$ cat src/rtl/skew_tile_buffer_pkg.sv
// skew_tile_buffer_pkg: shared defaults, FSM encoding and clog2.
// Ports: none (package only).
package skew_tile_buffer_pkg;

  localparam int DSP_DELAY = 4;
  localparam int DATA_W_D  = 8;
  localparam int LANES_D   = 4;
  localparam int DEPTH_D   = 8;
  localparam int SKEW_D    = DSP_DELAY - 1;

  typedef enum logic {
    IDLE  = 1'b0,
    DRAIN = 1'b1
  } state_t;

  function automatic int clog2(input int v);
    int r;
    r = 0;
    while ((1 << r) < v) r++;
    return r;
  endfunction

endpackage

$ cat src/rtl/skew_tile_buffer_if.sv
// skew_tile_buffer_if: input vector handshake and per-lane outputs.
// Ports: in_valid/in_ready/in_data, out_valid/out_data; master/slave.
interface skew_tile_buffer_if
  import skew_tile_buffer_pkg::*;
#(
  parameter int DATA_W = DATA_W_D,
  parameter int LANES  = LANES_D
);

  logic                    in_valid;
  logic                    in_ready;
  logic [LANES*DATA_W-1:0] in_data;
  logic [LANES-1:0]        out_valid;
  logic [LANES*DATA_W-1:0] out_data;

  modport master (
    output in_valid, in_data,
    input  in_ready, out_valid, out_data
  );

  modport slave (
    input  in_valid, in_data,
    output in_ready, out_valid, out_data
  );

endinterface

$ cat src/rtl/skew_tile_buffer_mem.sv
// tile_vector_mem: DEPTH x vector regfile, one write, per-lane reads.
// Ports: clk, we/waddr/wdata, raddr (per lane), rdata (per lane).
module tile_vector_mem
  import skew_tile_buffer_pkg::*;
#(
  parameter int DATA_W = DATA_W_D,
  parameter int LANES  = LANES_D,
  parameter int DEPTH  = DEPTH_D,
  parameter int AW     = 3
) (
  input  logic                    clk,
  input  logic                    we,
  input  logic [AW-1:0]           waddr,
  input  logic [LANES*DATA_W-1:0] wdata,
  input  logic [LANES*AW-1:0]     raddr,
  output logic [LANES*DATA_W-1:0] rdata
);

  logic [LANES*DATA_W-1:0] mem [DEPTH];

  always_ff @(posedge clk) begin
    if (we) mem[waddr] <= wdata;
  end

  always_comb begin
    rdata = '0;
    for (int i = 0; i < LANES; i++) begin
      rdata[i*DATA_W +: DATA_W] =
        mem[raddr[i*AW +: AW]][i*DATA_W +: DATA_W];
    end
  end

endmodule

$ cat src/rtl/skew_tile_buffer.sv
// skew_tile_buffer: stores a tile, drains it with per-lane diagonal skew.
// Ports: clk, rst_n, clear, start, stall, busy, done, bus (slave).
module skew_tile_buffer
  import skew_tile_buffer_pkg::*;
#(
  parameter int DATA_W = DATA_W_D,
  parameter int LANES  = LANES_D,
  parameter int DEPTH  = DEPTH_D,
  parameter int SKEW   = SKEW_D
) (
  input  logic              clk,
  input  logic              rst_n,
  input  logic              clear,
  input  logic              start,
  input  logic              stall,
  output logic              busy,
  output logic              done,
  skew_tile_buffer_if.slave bus
);

  localparam int LAST = (LANES - 1) * SKEW;
  localparam int CW   = clog2(DEPTH + 1);
  localparam int TW0  = clog2(DEPTH + LAST);
  localparam int TW   = TW0 > 0 ? TW0 : 1;
  localparam int AW   = DEPTH > 1 ? clog2(DEPTH) : 1;
  localparam int VW   = LANES * DATA_W;

  state_t            state, state_n;
  logic [CW-1:0]     wr_cnt, wr_cnt_n;
  logic [CW-1:0]     len, len_n;
  logic [TW-1:0]     t, t_n;
  logic              done_n;
  logic [LANES-1:0]  ov, ov_n, lane_v;
  logic [VW-1:0]     od, od_n, rdata;
  logic [LANES*AW-1:0] raddr;
  logic              acc, we, last;

  // busy spans the done cycle so the last lane word is still "in drain"
  assign busy = (state == DRAIN) || done;
  assign bus.in_ready = (state == IDLE) && !done
                     && (wr_cnt < CW'(DEPTH));
  assign acc  = bus.in_valid && bus.in_ready;
  assign we   = acc && !clear;
  assign last = int'(t) == int'(len) + LAST - 1;

  assign bus.out_valid = ov;
  assign bus.out_data  = od;

  tile_vector_mem #(
    .DATA_W (DATA_W),
    .LANES  (LANES),
    .DEPTH  (DEPTH),
    .AW     (AW)
  ) u_mem (
    .clk   (clk),
    .we    (we),
    .waddr (wr_cnt[AW-1:0]),
    .wdata (bus.in_data),
    .raddr (raddr),
    .rdata (rdata)
  );

  // lane i sees word t-i*SKEW while that index lies inside the tile
  always_comb begin
    lane_v = '0;
    raddr  = '0;
    for (int i = 0; i < LANES; i++) begin
      if (int'(t) >= i*SKEW &&
          int'(t) < i*SKEW + int'(len)) begin
        lane_v[i] = 1'b1;
        raddr[i*AW +: AW] = AW'(int'(t) - i*SKEW);
      end
    end
  end

  always_comb begin
    state_n  = state;
    wr_cnt_n = wr_cnt;
    len_n    = len;
    t_n      = t;
    done_n   = 1'b0;
    ov_n     = ov;
    od_n     = od;
    unique case (state)
      IDLE: begin
        ov_n = '0;
        od_n = '0;
        if (acc) wr_cnt_n = wr_cnt + CW'(1);
        if (start && (wr_cnt != '0 || acc)) begin
          state_n = DRAIN;
          len_n   = wr_cnt + CW'(acc);
          t_n     = '0;
        end
      end
      DRAIN: begin
        if (!stall) begin
          ov_n = lane_v;
          for (int i = 0; i < LANES; i++) begin
            od_n[i*DATA_W +: DATA_W] = lane_v[i]
              ? rdata[i*DATA_W +: DATA_W] : '0;
          end
          t_n = t + TW'(1);
          if (last) begin
            done_n   = 1'b1;
            wr_cnt_n = '0;
            t_n      = '0;
            state_n  = IDLE;
          end
        end
      end
      default: state_n = IDLE;
    endcase
  end

  always_ff @(posedge clk or negedge rst_n) begin
    if (!rst_n) begin
      state  <= IDLE;
      wr_cnt <= '0;
      len    <= '0;
      t      <= '0;
      done   <= 1'b0;
      ov     <= '0;
      od     <= '0;
    end else if (clear) begin
      state  <= IDLE;
      wr_cnt <= '0;
      len    <= '0;
      t      <= '0;
      done   <= 1'b0;
      ov     <= '0;
      od     <= '0;
    end else begin
      state  <= state_n;
      wr_cnt <= wr_cnt_n;
      len    <= len_n;
      t      <= t_n;
      done   <= done_n;
      ov     <= ov_n;
      od     <= od_n;
    end
  end

endmodule

$ cat src/flat_wrapper.sv
// flat-port wrapper written by rule: the top's interface ports become plain ports
module skew_tile_buffer_flat import skew_tile_buffer_pkg::*;
#(
  parameter int DATA_W = DATA_W_D,
  parameter int LANES  = LANES_D,
  parameter int DEPTH  = DEPTH_D,
  parameter int SKEW   = SKEW_D
)
  (clk, rst_n, clear, start, stall, busy, done, bus_in_valid, bus_in_data, bus_in_ready, bus_out_valid, bus_out_data);
  skew_tile_buffer_if #(.DATA_W(DATA_W), .LANES(LANES)) bus_i ();
  input  logic clk;
  input  logic rst_n;
  input  logic clear;
  input  logic start;
  input  logic stall;
  output logic busy;
  output logic done;
  input wire logic [$bits(bus_i.in_valid)-1:0] bus_in_valid;
  input wire logic [$bits(bus_i.in_data)-1:0] bus_in_data;
  output wire logic [$bits(bus_i.in_ready)-1:0] bus_in_ready;
  output wire logic [$bits(bus_i.out_valid)-1:0] bus_out_valid;
  output wire logic [$bits(bus_i.out_data)-1:0] bus_out_data;
  assign bus_i.in_valid = bus_in_valid;
  assign bus_i.in_data = bus_in_data;
  assign bus_in_ready = bus_i.in_ready;
  assign bus_out_valid = bus_i.out_valid;
  assign bus_out_data = bus_i.out_data;
  skew_tile_buffer #(.DATA_W(DATA_W), .LANES(LANES), .DEPTH(DEPTH), .SKEW(SKEW)) u_core (.clk(clk), .rst_n(rst_n), .clear(clear), .start(start), .stall(stall), .busy(busy), .done(done), .bus(bus_i));
endmodule
$ cat config.mk
export PLATFORM = sky130hd
export DESIGN_NAME = skew_tile_buffer_flat
export DESIGN_NICKNAME = d
export VERILOG_FILES = /design/src/rtl/skew_tile_buffer_pkg.sv /design/src/rtl/skew_tile_buffer_if.sv /design/src/rtl/skew_tile_buffer_mem.sv /design/src/rtl/skew_tile_buffer.sv /design/src/flat_wrapper.sv
export SDC_FILE = /design/constraint.sdc
export NUM_CORES = 1
export LEC_CHECK = 0
export ABC_AREA = 1
export CAP_MARGIN = 30
export CORE_MARGIN = 4
export CORE_UTILIZATION = 42
export DETAILED_ROUTE_END_ITERATION = 8
export DONT_BUFFER_PORTS = 1
export MAX_ROUTING_LAYER = met4
export PLACE_DENSITY = 0.63
export SYNTH_ARGS = -nofsm -noshare
export SYNTH_HDL_FRONTEND = slang
export SYNTH_SLANG_ARGS = --single-unit
$ cat constraint.sdc
create_clock -name clk -period 12.8 [get_ports clk]
set_input_delay 2.56 -clock clk [delete_from_list [all_inputs] [get_ports clk]]
set_output_delay 2.56 -clock clk [all_outputs]
set_load 0.01 [all_outputs]
# [Word level (Yosys, flattened, before mapping)]
# Memory sizes are Yosys's and may differ from the RTL's.
# Index checks and enable logic that the tools add are counted.
[word_totals] ramBits=256 out_inout_bits=39 inputBits=38 elab_cells=92 mem_count=1 regBits=51
[classes] mux=42 n_addsub=10 bitwise=1 n_eq_ne=6 reduce_logical=17 n_lt_le_gt_ge=8
[mem_list] memory="u_core.u_mem.mem" words=8 width=32 rd=4 rd_ports_with_merged_regs=0 write_ports=1 line_no="skew_tile_buffer_mem.sv:19" source="logic [LANES*DATA_W-1:0] mem [DEPTH];"
[op_table] operator="$mux 32" count=2
[op_table] operator="$pmux 32 s2" count=1
[op_table] operator="$mux 4" count=9
[op_table] operator="$eq 6x32->1" count=1
[op_table] operator="$mux 8" count=4
[op_table] operator="$sub 32x2->32 const B" count=1
[op_table] operator="$mux 5" count=4
[op_table] operator="$pmux 4 s2" count=2
[op_table] operator="$lt 5x5->1" count=3
[op_table] operator="$mux 1" count=14
[op_table] operator="$mux 3" count=4
[op_table] operator="$pmux 5 s2" count=1
[op_table] operator="$ne 3x3->1 const B" count=3
[op_table] operator="$logic_and 1x1->1" count=8
[op_table] operator="$add 2x4->5 const A" count=1
[op_table] operator="$add 3x4->5 const A" count=1
[op_table] operator="$add 4x4->5 const B" count=1
[op_table] operator="$add 5x1->5 const B" count=1
[op_table] operator="$ge 5x2->1 const B" count=1
[op_table] operator="$ge 5x3->1 const B" count=1
[op_table] operator="$ge 5x4->1 const B" count=1
[op_table] operator="$lt 5x4->1" count=1
[op_table] operator="$add 4x1->4" count=1
[op_table] operator="$add 4x1->4 const B" count=1
[op_table] operator="other kinds (14)" count=17

# [Depth between registers and ports, before layout]
[logic_depth] depth_word=9 mapped_depth=19 depth_no_buf=18

# [Cells and area by module]
# From an unflattened synthesis, not the netlist that was laid out.
[hier_totals] hier_cells=1521 hier_area_um2=14602.8
[modules_own_cells] module="tile_vector_mem" area_per_inst_um2=11427.2 n_inst=1 cells_each=1129 seq_area_each_um2=7687.4
[modules_own_cells] module="skew_tile_buffer" area_per_inst_um2=3175.5 n_inst=1 cells_each=392 seq_area_each_um2=1276.2

# [Worst setup path before layout]
# No wires, ideal clock.
[synth_path] path_type="input -> register" start="in bus_in_valid" end="mem u_core.u_mem.mem[5][0] in the netlist's numbering, enable pin" setup_time_ps=501 setup_slack_ps=6351 arrival_time_ps=5947 path_buffers=0 t_required_ps=12299 cell_stages=4 path_cell_list="nand2_1 nor2_1 inv_1 nor4_1"
[synth_via] elab_chain_len=4
[synth_rtl] item="from (decl)" line_no="flat_wrapper.sv:18" source="input wire logic [$bits(bus_i.in_valid)-1:0] bus_in_valid;"
[synth_rtl] item="$logic_and 1x1->1" line_no="skew_tile_buffer.sv:42" source="assign acc = bus.in_valid && bus.in_ready;"
[synth_rtl] item="$logic_and 1x1->1" line_no="skew_tile_buffer.sv:43" source="assign we = acc && !clear;"
[synth_rtl] item="$mux 1" line_no="skew_tile_buffer_mem.sv:22" source="if (we) mem[waddr] <= wdata;"
[synth_rtl] item="$mux 1 (implied by the code)" line_no="skew_tile_buffer_mem.sv:22"
[synth_rtl] item="to (decl)" line_no="skew_tile_buffer_mem.sv:19"
# Every way passes these cells.

# [Worst setup path in the final report]
[layout_path] start="reg u_core.state" end="out bus_in_ready"
[layout_via] elab_chain_len=3
[layout_rtl] item="from (decl)" line_no="skew_tile_buffer.sv:28" source="state_t state, state_n;"
[layout_rtl] item="from (signal assigned)" line_no="skew_tile_buffer.sv:133" source="state <= state_n;"
[layout_rtl] item="$not 1->1" line_no="skew_tile_buffer.sv:40" source="assign bus.in_ready = (state == IDLE) && !done"
[layout_rtl] item="$logic_and 1x1->1" line_no="skew_tile_buffer.sv:40"
[layout_rtl] item="$logic_and 1x1->1" line_no="skew_tile_buffer.sv:41" source="&& (wr_cnt < CW'(DEPTH));"
[layout_rtl] item="to (decl)" line_no="flat_wrapper.sv:20" source="output wire logic [$bits(bus_i.in_ready)-1:0] bus_in_ready;"
# Every way passes these cells.

==> impl_metrics.py <==
metrics = {
    "yosys": {
        "synth_compound_area_frac": 0.03689,
        "synth_area_mm2": 0.01364,
        "synth_top_family_by_area": "simple AND/OR/NAND/NOR gates",
        "synth-async-reset-ratio": 0.1661,
        "synthMuxAreaShare": 0,
        "yosys.area.top_type": "edfxtp_1",
        "syn-num-nets": 1346,
        "syn_area_per_cell_um2": 10.70,
        "ys_types": 37,
        "synth_edf_count": 256,
        "synthSimpleGateAreaFrac": 0.2057,
        "ys_ff_latch": 307,
        "synth-xor-area-share": 0.005781,
        "synth_area_leaders": "edfxtp_1, nand2_1, dfrtp_1",
        "ys_seq_area_frac": 0.6574,
        "netlist_instances": 1274,
        "synth_top_area_frac": 0.5638,
        "yosys_warnings": 0,
        "synth_fa_ha_area_frac": 0.03120,
        "synth_flop_cell": "edfxtp_1",
    },
    "final_layout": {
        "n_antenna_cell": 0,
        "drive_gt1_frac": 0.09015,
        "final_nets": 1358,
        "layout_common_cells": "nand2_1, edfxtp_1, inv_1",
        "area_growth_pct": 11.14,
        "final_common_cell": "nand2_1",
    },
    "route": {
        "firstDrtPassIters": 4,
        "vias": 8800,
        "final_antenna_net_count": 0,
        "drc": 0,
        "wl_um": 30860,
        "wire_per_inst_um": 17.69,
        "drtIter0Drc": 673,
        "viasPerCell": 5.046,
    },
    "timing": {
        "fin_worst_skew_ns": 0.01659,
        "tightest_slew_ns": 0.9019,
        "maxSlewViolCount": 0,
        "final-hold-violation-count": 0,
        "setup_violations": 0,
        "fin_crit_ns": 3.911,
        "fmax_mhz": 255.7,
        "timing.setup.tns_ns": 0,
        "maxSlewHeadroom": 0.3981,
        "holdWs_ns": 0.5385,
        "rsz0062_at_grt": "no",
        "timing.final.crit_share": 0.3055,
    },
    "clock_network": {
        "htree_levels": 2,
        "cts_buffers": 34,
        "insertion_delay_ns": 0.50,
        "clock_path_buffers": 3,
        "clkTransAtPathRegs_ns": 0.06,
        "post_cts_buffers": 0,
        "cts-root-buf": "clkbuf_16",
        "numClockSinks": 307,
        "cts-hold-fix-buffers": 0,
        "cts_tree": "built",
        "cts_resized": 0,
    },
    "global_route": {
        "track_usage": 0.1790,
        "grt_pass1_wl_um": 48860,
        "antenna_found_initial": 0,
        "grt_overflow_total": 0,
        "grt_max_degree": 52,
        "first_global_vias": 8671,
    },
    "setup_path": {
        "critPathSlowestCell": "dfrtp_1",
        "cp_cell_sequence": "inv_2 -> nand2_1 -> nor2_1",
        "cp-end-kind": "output pin",
        "path_class": "flop to output pin",
        "arrival_ns": 1.35,
        "crit_path_start_kind": "flop",
        "worstPathRequired_ns": 10.24,
        "slowest_delay_ns": 0.41,
        "critPathMaxFanout": 4,
    },
    "flow_run": {
        "maxCapViolations": 0,
    },
    "floorplan": {
        "core_area_mm2": 0.03180,
        "top_level_ports": 77,
        "start_util": 0.4288,
        "die_w_um": 188.2,
        "die_area_mm2": 0.03541,
        "die_h_um": 188.2,
        "rows": 65,
    },
    "power": {
        "vdd_drop_max_mv": 0.09317,
        "leakage_uw": 0.006412,
        "power.density_mw_per_mm2": 146.7,
    },
    "status": {
        "outcome": "finished clean",
    },
    "placement": {
        "portBuffers": 0,
        "gp_congestion": 0.8644,
        "dpl.hpwl_um": 19030,
    },
    "hold_path": {
        "hp-class": "flop to flop",
    },
}
-- critical path, delay by kind of cell, from the launching register on --
| kind | cells | cell delay, ns |
|---|---|---|
| simple gates | 2 | 0.35 |
| buf+inv | 1 | 0.09 |
| flops | 1 | 0.41 |
-- registers in the layout (all words and copies together) (netlist names) --
| name | count |
|---|---|
| u_core.done | 1 |
| u_core.state | 1 |
| u_core.bus.out_data | 32 |
| u_core.t | 5 |
| u_core.wr_cnt | 4 |
| u_core.len | 4 |
| u_core.bus.out_valid | 4 |
| u_core.u_mem.mem | 256 |
-- per-stage QoR --
stage               instances  worst slack, ns  utilization  cell area, µm²  power [µW]
floorplan                1274            6.351            -           13640        1299
global placement         1682            8.414       0.4425           14070        1345
detailed placement       1685            8.583       0.4448           14140        1351
CTS                      1744            8.849       0.4766           15150        2244
global route             1744            8.770       0.4766           15150        2319
finish                   1744            8.889       0.4766           15150        2223
-- layout make-up --
class | count | area, µm²
clock buffers | 48 | 954.7
well taps | 435 | 544.3
clock inverters | 11 | 55.05
repair buffers | 17 | 180.2
fillers | 2888 | 16640
inverters | 155 | 589.3
flip-flops and latches | 307 | 8964
multi-input cells | 771 | 3867
-- logic make-up after synthesis --
logic type / after synthesis
AOI/OAI and AO/OA: 83
xor gates and xnor gates: 9
adders and majority gates: 34
buffers and inverters: 196
DFF: 307
and+or+nand+nor: 645
-- cell usage after synthesis (4+ instances only) --
cell type,number
nor2_2,7
buf_4,7
a21oi_1,40
nand4_1,21
buf_6,8
nand2_1,406
nor3_1,7
nor2_1,49
nand3_1,129
nand2_2,12
buf_2,11
xor2_1,6
inv_1,136
edfxtp_1,256
dfrtp_1,51
ha_1,34
o22ai_1,4
o211ai_1,22
inv_2,14
clkbuf_1,11
o21ai_0,12
-- worst paths after layout --
path,start,to,cells past startpoint,slack (ns)
max in group asynchronous,rst_n,u_core.t[1]$_DFFE_PN0P_,0,10.94
worst max-delay path,u_core.state$_DFF_PN0_,bus_in_ready,3,8.89
worst min register to register,u_core.wr_cnt[0]$_DFFE_PN0P_,u_core.wr_cnt[0]$_DFFE_PN0P_,2,0.54
worst min-delay path,u_core.wr_cnt[0]$_DFFE_PN0P_,u_core.wr_cnt[0]$_DFFE_PN0P_,2,0.54
worst max register to register,u_core.len[1]$_DFFE_PN0P_,u_core.bus.out_data[12]$_DFFE_PN0P_,18,9.21
min in group asynchronous,rst_n,u_core.bus.out_data[22]$_DFFE_PN0P_,0,1.75
-- routing by layer --
layer / global-route usage / routed length, µm / up-vias
met5: - / 0 / -
met4: 0.04489 / 583 / 0
met3: 0.04113 / 2006 / 46
met2: 0.2879 / 14900 / 208
met1: 0.2326 / 13360 / 4264
li1: - / - / 4282
-- report_power, final --
group          total, µW  leakage, µW  internal, µW  switching, µW
sequential          1110      0.00302          1100           10.1
clock                893     0.000493           519            374
combinational        218      0.00290          60.7            157
(Power assumes the default switching activity.)
